**src/rtl/sensor_pkg.sv**
```systemverilog
`default_nettype none
// ============================================================================
//  Package     : sensor_pkg
//  Description : Shared constants and FSM state encoding for the SPI sensor
//                responder (frame geometry, synchronizer depth, states).
//  Revision    : 1.0 - initial release
// ============================================================================
package sensor_pkg;

    // SCLK cycles in one SPI frame
    localparam int c_FRAME_BITS  = 16;
    // Zero bits transmitted ahead of the sample byte
    localparam int c_LEAD_ZEROS  = 3;
    // Flip-flop depth of each asynchronous input synchronizer
    localparam int c_SYNC_STAGES = 2;
    // Width of the reported sample
    localparam int c_SAMPLE_BITS = 8;

    // Responder frame state
    typedef enum logic [1:0] {
        ST_IDLE  = 2'b00,
        ST_SHIFT = 2'b01,
        ST_HOLD  = 2'b10
    } state_t;

endpackage : sensor_pkg
`default_nettype wire

```
**src/rtl/sync_edge.sv**
```systemverilog
`default_nettype none
// ============================================================================
//  Module      : sync_edge
//  Description : Multi-stage synchronizer for an asynchronous input with
//                single-cycle rise/fall pulses derived from the synchronized
//                level. The reset value presets the whole chain so that no
//                spurious edge appears when reset is released.
//  Revision    : 1.0 - initial release
// ============================================================================
module sync_edge #(
    parameter int   STAGES    = 2,
    parameter logic RESET_VAL = 1'b0
) (
    input  logic clk,
    input  logic rst,
    input  logic i_async,
    output logic o_rise,
    output logic o_fall
);

    logic [STAGES-1:0] r_sync;
    logic              r_prev;
    logic              w_level;

    // Shift the raw input through the synchronizer and keep the previous level
    always_ff @(posedge clk or posedge rst) begin
        if (rst) begin
            r_sync <= {STAGES{RESET_VAL}};
            r_prev <= RESET_VAL;
        end else begin
            r_sync[0] <= i_async;
            for (int i = 1; i < STAGES; i++) begin
                r_sync[i] <= r_sync[i-1];
            end
            r_prev <= w_level;
        end
    end

    assign w_level = r_sync[STAGES-1];
    assign o_rise  = w_level & ~r_prev;
    assign o_fall  = ~w_level & r_prev;

endmodule : sync_edge
`default_nettype wire

```
**src/rtl/sensor_responder.sv**
```systemverilog
`default_nettype none
// ============================================================================
//  Module      : sensor_responder
//  Description : SPI mode-0 responder oversampled by the system clock. On a
//                chip-select falling edge it latches the sample byte into a
//                framed transmit word, shifts MISO out on SCLK falling edges,
//                collects MOSI on SCLK rising edges and reports the received
//                word with a one-cycle done pulse (or an abort pulse when the
//                initiator releases chip select early).
//  Revision    : 1.0 - initial release
// ============================================================================
module sensor_responder
    import sensor_pkg::*;
#(
    parameter int FRAME_BITS  = c_FRAME_BITS,
    parameter int LEAD_ZEROS  = c_LEAD_ZEROS,
    parameter int SYNC_STAGES = c_SYNC_STAGES
) (
    input  logic                  clk,
    input  logic                  rst,
    input  logic                  SS,
    input  logic                  SCLK,
    input  logic                  MOSI,
    output logic                  MISO,
    input  logic [7:0]            sample,
    output logic [FRAME_BITS-1:0] rx_data,
    output logic                  frame_done,
    output logic                  frame_abort,
    output logic                  busy
);

    // Counter reaches FRAME_BITS on the last edge, so it needs one extra code
    localparam int c_CNT_W      = $clog2(FRAME_BITS + 1);
    localparam int c_TAIL_ZEROS = FRAME_BITS - LEAD_ZEROS - c_SAMPLE_BITS;
    localparam logic [c_CNT_W-1:0] c_LAST_BIT = c_CNT_W'(FRAME_BITS - 1);

    state_t                r_state;
    state_t                w_state_next;
    logic                  w_ss_rise;
    logic                  w_ss_fall;
    logic                  w_sclk_rise;
    logic                  w_sclk_fall;
    logic [SYNC_STAGES-1:0] r_mosi_sync;
    logic                  w_mosi;

    logic                  w_start;
    logic                  w_shift_in;
    logic                  w_shift_out;
    logic                  w_done;
    logic                  w_abort;

    logic [FRAME_BITS-1:0] w_tx_load;
    logic [FRAME_BITS-1:0] w_rx_next;
    logic [FRAME_BITS-1:0] r_tx;
    logic [FRAME_BITS-1:0] r_rx;
    logic [FRAME_BITS-1:0] r_rx_data;
    logic [c_CNT_W-1:0]    r_bit_cnt;
    logic                  r_miso;
    logic                  r_done;
    logic                  r_abort;

    // Chip select idles high: preset its chain so reset release is not an edge
    sync_edge #(
        .STAGES    (SYNC_STAGES),
        .RESET_VAL (1'b1)
    ) u_ss_sync (
        .clk     (clk),
        .rst     (rst),
        .i_async (SS),
        .o_rise  (w_ss_rise),
        .o_fall  (w_ss_fall)
    );

    // SCLK idles low
    sync_edge #(
        .STAGES    (SYNC_STAGES),
        .RESET_VAL (1'b0)
    ) u_sclk_sync (
        .clk     (clk),
        .rst     (rst),
        .i_async (SCLK),
        .o_rise  (w_sclk_rise),
        .o_fall  (w_sclk_fall)
    );

    // MOSI only needs a level, with the same latency as the SCLK edges
    always_ff @(posedge clk or posedge rst) begin
        if (rst) begin
            r_mosi_sync <= '0;
        end else begin
            r_mosi_sync[0] <= MOSI;
            for (int i = 1; i < SYNC_STAGES; i++) begin
                r_mosi_sync[i] <= r_mosi_sync[i-1];
            end
        end
    end

    assign w_mosi    = r_mosi_sync[SYNC_STAGES-1];
    assign w_tx_load = FRAME_BITS'(sample) << c_TAIL_ZEROS;
    assign w_rx_next = {r_rx[FRAME_BITS-2:0], w_mosi};

    // FSM state register
    always_ff @(posedge clk or posedge rst) begin
        if (rst) begin
            r_state <= ST_IDLE;
        end else begin
            r_state <= w_state_next;
        end
    end

    // Next-state and datapath strobes; chip-select edges win over SCLK edges
    always_comb begin
        w_state_next = r_state;
        w_start      = 1'b0;
        w_shift_in   = 1'b0;
        w_shift_out  = 1'b0;
        w_done       = 1'b0;
        w_abort      = 1'b0;
        case (r_state)
            ST_IDLE: begin
                if (w_ss_fall) begin
                    w_start      = 1'b1;
                    w_state_next = ST_SHIFT;
                end
            end
            ST_SHIFT: begin
                if (w_ss_rise) begin
                    w_abort      = 1'b1;
                    w_state_next = ST_IDLE;
                end else if (w_sclk_rise) begin
                    w_shift_in = 1'b1;
                    if (r_bit_cnt == c_LAST_BIT) begin
                        w_done       = 1'b1;
                        w_state_next = ST_HOLD;
                    end
                end else if (w_sclk_fall) begin
                    w_shift_out = 1'b1;
                end
            end
            ST_HOLD: begin
                if (w_ss_rise) begin
                    w_state_next = ST_IDLE;
                end
            end
            default: begin
                w_state_next = ST_IDLE;
            end
        endcase
    end

    // Shift registers, bit counter and the completed-word register
    always_ff @(posedge clk or posedge rst) begin
        if (rst) begin
            r_tx      <= '0;
            r_rx      <= '0;
            r_bit_cnt <= '0;
            r_rx_data <= '0;
        end else begin
            if (w_start) begin
                r_tx      <= w_tx_load;
                r_rx      <= '0;
                r_bit_cnt <= '0;
            end
            if (w_shift_in) begin
                r_rx      <= w_rx_next;
                r_bit_cnt <= r_bit_cnt + c_CNT_W'(1);
            end
            if (w_shift_out) begin
                r_tx <= r_tx << 1;
            end
            if (w_done) begin
                r_rx_data <= w_rx_next;
            end
        end
    end

    // MISO: first bit on frame start, next bit after each SCLK fall, else 0
    always_ff @(posedge clk or posedge rst) begin
        if (rst) begin
            r_miso <= 1'b0;
        end else if (w_start) begin
            r_miso <= w_tx_load[FRAME_BITS-1];
        end else if (w_shift_out) begin
            r_miso <= r_tx[FRAME_BITS-2];
        end else if (w_state_next != ST_SHIFT) begin
            r_miso <= 1'b0;
        end
    end

    // Registered single-cycle status pulses
    always_ff @(posedge clk or posedge rst) begin
        if (rst) begin
            r_done  <= 1'b0;
            r_abort <= 1'b0;
        end else begin
            r_done  <= w_done;
            r_abort <= w_abort;
        end
    end

    assign MISO        = r_miso;
    assign rx_data     = r_rx_data;
    assign frame_done  = r_done;
    assign frame_abort = r_abort;
    assign busy        = (r_state == ST_SHIFT);

endmodule : sensor_responder
`default_nettype wire

```
**config.mk**
```make
export PLATFORM = sky130hd
export DESIGN_NAME = sensor_responder
export DESIGN_NICKNAME = d
export VERILOG_FILES = /design/src/rtl/sensor_pkg.sv /design/src/rtl/sync_edge.sv /design/src/rtl/sensor_responder.sv
export SDC_FILE = /design/constraint.sdc
export NUM_CORES = 1
export LEC_CHECK = 0
export BUFFER_PORTS_ARGS = -buffer_cell sky130_fd_sc_hd__buf_4
export CAP_MARGIN = 40
export CORE_MARGIN = 3
export CORE_UTILIZATION = 56
export DETAILED_ROUTE_END_ITERATION = 16
export GPL_ROUTABILITY_DRIVEN = 0
export PLACE_DENSITY = 0.78
export SLEW_MARGIN = 20
export SYNTH_ARGS = -nofsm -noshare
export SYNTH_HDL_FRONTEND = slang
export SYNTH_SLANG_ARGS = --single-unit
```
**constraint.sdc**
```tcl
create_clock -name clk -period 2.3 [get_ports clk]
set_input_delay 0.345 -clock clk [delete_from_list [all_inputs] [get_ports clk]]
set_output_delay 0.345 -clock clk [all_outputs]
set_load 0.02 [all_outputs]
```
-- After elaboration in Yosys (flattened, before gate mapping)
Index checks and enable logic that the tools add are counted.
- reduce and logical (&&, ||, !) cells: 4
- bitwise logic cells: 8
- multiplexer cells: 30
- add/subtract/negate cells: 1
- equality and inequality tests: 4
- operator list (kind ; number):
    $mux W15 ; 4
    $mux W1 ; 18
    $mux W2 ; 5
    $mux W5 ; 2
    $pmux W2 S3 ; 1
    $add A5 B1 Y5 const B ; 1
    $eq A5 B4 Y1 const B ; 1
    $and A1 B1 Y1 ; 4
    $not A1 Y1 ; 4
    $reduce_bool A2 Y1 ; 2
    $reduce_bool A3 Y1 ; 1
    $eq A2 B1 Y1 const B ; 1
    $eq A2 B2 Y1 const B ; 1
    $logic_not A2 Y1 ; 1
    $ne A2 B1 Y1 const B ; 1
- output and inout port bits: 20
- register bits: 64
- input bits: 13
- word-level logic and storage cells: 60

-- Logic depth before layout (Yosys ltp)
- word-level depth: 9
- depth in mapped cells: 7
- mapped depth without buffers: 6

-- By module
Synthesis repeated with hierarchy kept, for this count alone.
- cell total of the unflattened synthesis: 164
- area, all modules: 2312.2 um^2
- modules (own cells, without submodules) (module ; area an instance (um^2) ; instances ; cells an instance ; sequential area each (um^2)):
    sensor_responder ; 2120.8 ; 1 ; 152 ; 1326.3
    sync_edge (u_ss_sync) ; 97.6 ; 1 ; 6 ; 78.8
    sync_edge (u_sclk_sync) ; 93.8 ; 1 ; 6 ; 75.1

-- Worst setup path after synthesis
No wires, ideal clock.
- path kind: flip-flop to flip-flop
- from: register r_bit_cnt[0]
- to: register r_rx_data[5] (netlist: rx_data[5])
- stages on the path, launching flop included: 8
- data required time: 2.175 ns
- buffers on the path: 1
- period minus slack after synthesis: 1.924 ns
- setup time: 0.125 ns
- arrival time: 1.800 ns
- setup slack: 0.376 ns
- cells stage by stage: dfrtp_1 -> ha_1 -> and3_1 -> ha_1 -> nand3b_1 -> nor3_4 -> buf_4 -> mux2_2
- cells in the longest elaborated chain, start to end: 5
- ends and longest elaborated chain (what ; line ; source):
    start: declaration ; sensor_responder.sv:57 ; logic [c_CNT_W-1:0] r_bit_cnt;
    start signal: assignment ; sensor_responder.sv:166 ; r_bit_cnt <= r_bit_cnt + c_CNT_W'(1);
    $eq A5 B4 Y1 ; sensor_responder.sv:132 ; if (r_bit_cnt == c_LAST_BIT) begin
    $mux W1 ; sensor_responder.sv:132 ;
    $mux W1 ; sensor_responder.sv:130 ; end else if (w_sclk_rise) begin
    $mux W1 ; sensor_responder.sv:127 ; if (w_ss_rise) begin
    $mux W1 ; sensor_responder.sv:119 ; case (r_state)
    named net w_done ; sensor_responder.sv:49 ; logic w_done;
    end signal: assignment ; sensor_responder.sv:172 ; r_rx_data <= w_rx_next;
    end: declaration ; sensor_responder.sv:56 ; logic [FRAME_BITS-1:0] r_rx_data;
The timed path passes the listed nets, and every way through them passes these cells.
A chain may end at the register's enable or synchronous reset.

-- Worst setup path in the final report
- from: register r_bit_cnt[0]
- to: register r_rx_data[5] (netlist: rx_data[5])
- cells in the longest elaborated chain, start to end: 5
- ends and longest elaborated chain (what ; line):
    $eq A5 B4 Y1 ; sensor_responder.sv:132
    $mux W1 ; sensor_responder.sv:132
    $mux W1 ; sensor_responder.sv:130
    $mux W1 ; sensor_responder.sv:127
    $mux W1 ; sensor_responder.sv:119
No other way between the ends.

==> run metrics <==
status finished clean; fin. max-slew vios 0; Synth area leader dfrtp_1; synthesized area 2465 um2; Max Clk Rate 501.7 MHz; Worst Tran Pin Value 636.9 ps; Critical Path RT 2520 ps; share of cells above drive strength 1 32.77%; final setup violation count 0; CP top delay family simple AND/OR/NAND/NOR gates; drt first-iter violations 59; Crit path buffers/inverters 1; clock sink count 59; initial antenna violation count 0; reg-to-reg critical path endpoint rx_data[5]; count leader, synth dfrtp_1; worst-path fanout max 17; Max stage delay cell, worst path dfrtp_1; Post-CTS Resized 0; aggregate global routing overflow 0; Synth area leaders dfrtp_1 (57%), mux2_4 (4.3%), mux2i_1 (4.1%), mux2_1 (3.7%), mux2_2 (3.7%); R2R depth 7; I/O pin total 33; post-DP HPWL 3019 um; finished layout cell area 3012 um2; final wirelength 4494 um; crit path cell chain ha_1 -> and3_1 -> ha_1 -> nand3b_1 -> nor3_4 -> buf_4 -> mux2_2; pre-CTS setup slack 319.7 ps; max_cap viols 0; vias per cell 5.531; R2R setup slack 310 ps; # rows 23; worst vdd ir 0.4659 mV; Seq/Total Area, Yosys 60.05%; die height 72.35 um; Post-CTS Hold Fix Bufs 0; routed via count 1593; Tot GR Track Use 19.42%; CTS tree yes; Nets 248; Skew-Pair Late Insertion Delay 330 ps; Worst EP arrival 2210 ps; wire length of the first global-routing pass 7679 um; Crit. End Element register; input/output buffers 32; largest net degree at the start of global routing 35; Worst-path clk slew 70 ps; DP Area 2784 um2; Synth-to-Final Area Change 22.18%; Worst Path Class, Setup register to register; core footprint 4115 um2; Setup Skew 4.849 ps; Post-synth top cells dfrtp_1 (56), nand2_1 (15), inv_1 (11); antenna-violating nets left 0; final worst setup slack 307.0 ps; Avg Inst Size Synth 12.91 um2; Top cell by count, worst path ha_1; Root Driver clkbuf_8; worst hold path type primary input to async pin; Yosys top cell area share 56.85%; Yosys reg bits 59; router iterations before antenna repair 5; Fin Setup TNS 0 ps; die area 5234 um2; count of cell types in the netlist 40; width of the die 72.35 um; # DRC 0; RSZ-0062 raised after global routing false; cell leakage power 0.001543 uW; EDFF count, synth 0; Ys Warns 0; Primary FF master, synth dfrtp_1; Initial Util 59.90%; cells after synthesis 191; R2R Path Start r_bit_cnt[0]; WL/cell 15.60 um; largest stage delay on the critical path 410 ps; Worst setup SP type register; Pwr Total 2417 uW; clk buf depth 2; ant diodes 0; H-Tree Depth 3; CTS buffer count 9; Synth async-reset ratio 100.0%; Slew headroom 57.34%; fin crit period 1993 ps; final worst path period share 86.65%; Syn Nets 206; post-CTS setup buffer count 0; power per cell area 802.6 nW/um2; Fin. Hold Viols 0; worst hold margin 60.15 ps; number of global-route vias before repair 1624
==> through the flow <==
step	utilization, %	std cells
global placement	67.65	271
global route	73.18	288
finish	73.18	288
floorplan	-	191
CTS	72.82	287
detailed placement	67.65	271
==> state kept, by name, indices dropped and copies added, names as in the netlist <==
| name | cells |
|---|---|
| u_sclk_sync.r_sync | 2 |
| u_ss_sync.r_prev | 1 |
| r_rx | 15 |
| rx_data | 16 |
| MISO | 1 |
| r_state | 2 |
| u_sclk_sync.r_prev | 1 |
| frame_abort | 1 |
| r_mosi_sync | 2 |
| r_bit_cnt | 5 |
| r_tx | 10 |
| u_ss_sync.r_sync | 2 |
| frame_done | 1 |
==> area by class of cell <==
cell class | count | area (um2)
fillers | 275 | 1104
flip-flops and latches | 59 | 1480
well taps | 50 | 62.56
repair buffers | 40 | 320.3
inverters | 12 | 45.04
clock buffers | 12 | 165.2
clock inverters | 4 | 47.55
multi-input cells | 111 | 890.9
==> cells by family after synthesis <==
family / synth area share [%]
DFF: 60.05
and+or+nand+nor: 12.79
muxes: 15.63
AOI/OAI and AO/OA: 6.701
buffers and inverters: 3.807
adders and majority gates: 1.015
==> cell usage in the layout (no fill, tap or decap), drive strengths merged, types with 3 or more instances in the layout <==
cell type	count
mux2	23
nor2	9
dfstp	3
nor2b	3
clkbuf	12
a221o	7
buf	40
inv	12
nand2b	5
nand2	15
mux2i	10
nand4	3
o21ai	3
dfrtp	56
and2	7
==> worst max-delay path by stage <==
stage | startpoint | to | slack, ps | cells past startpoint
after floorplan | r_bit_cnt[0] | rx_data[5] | 380 | 7
after global placement | r_bit_cnt[0] | rx_data[8] | 370 | 7
after detailed placement | u_ss_sync.r_sync[1] | r_rx[14] | 320 | 4
after CTS | u_ss_sync.r_sync[1] | r_rx[14] | 300 | 4
after global routing | r_bit_cnt[0] | rx_data[9] | 200 | 7
final | r_bit_cnt[0] | rx_data[5] | 310 | 7
==> routing by layer <==
metal	track usage, %	wire [um]	vias to the layer above	part of all wire [%]
li1	-	-	753	-
met1	24.35	1968	807	44
met2	31.04	2313	23	51
met3	4.571	120	10	2.7
met4	10.65	91	0	2.0
met5	0	0	-	0
==> power breakdown <==
group,leakage [uW],switching [uW],internal (uW)
combinational,0.000649,124,114
sequential,0.000786,66.1,1120
clock,0.000108,403,585
Note: power is estimated with default switching activity, not from simulation.
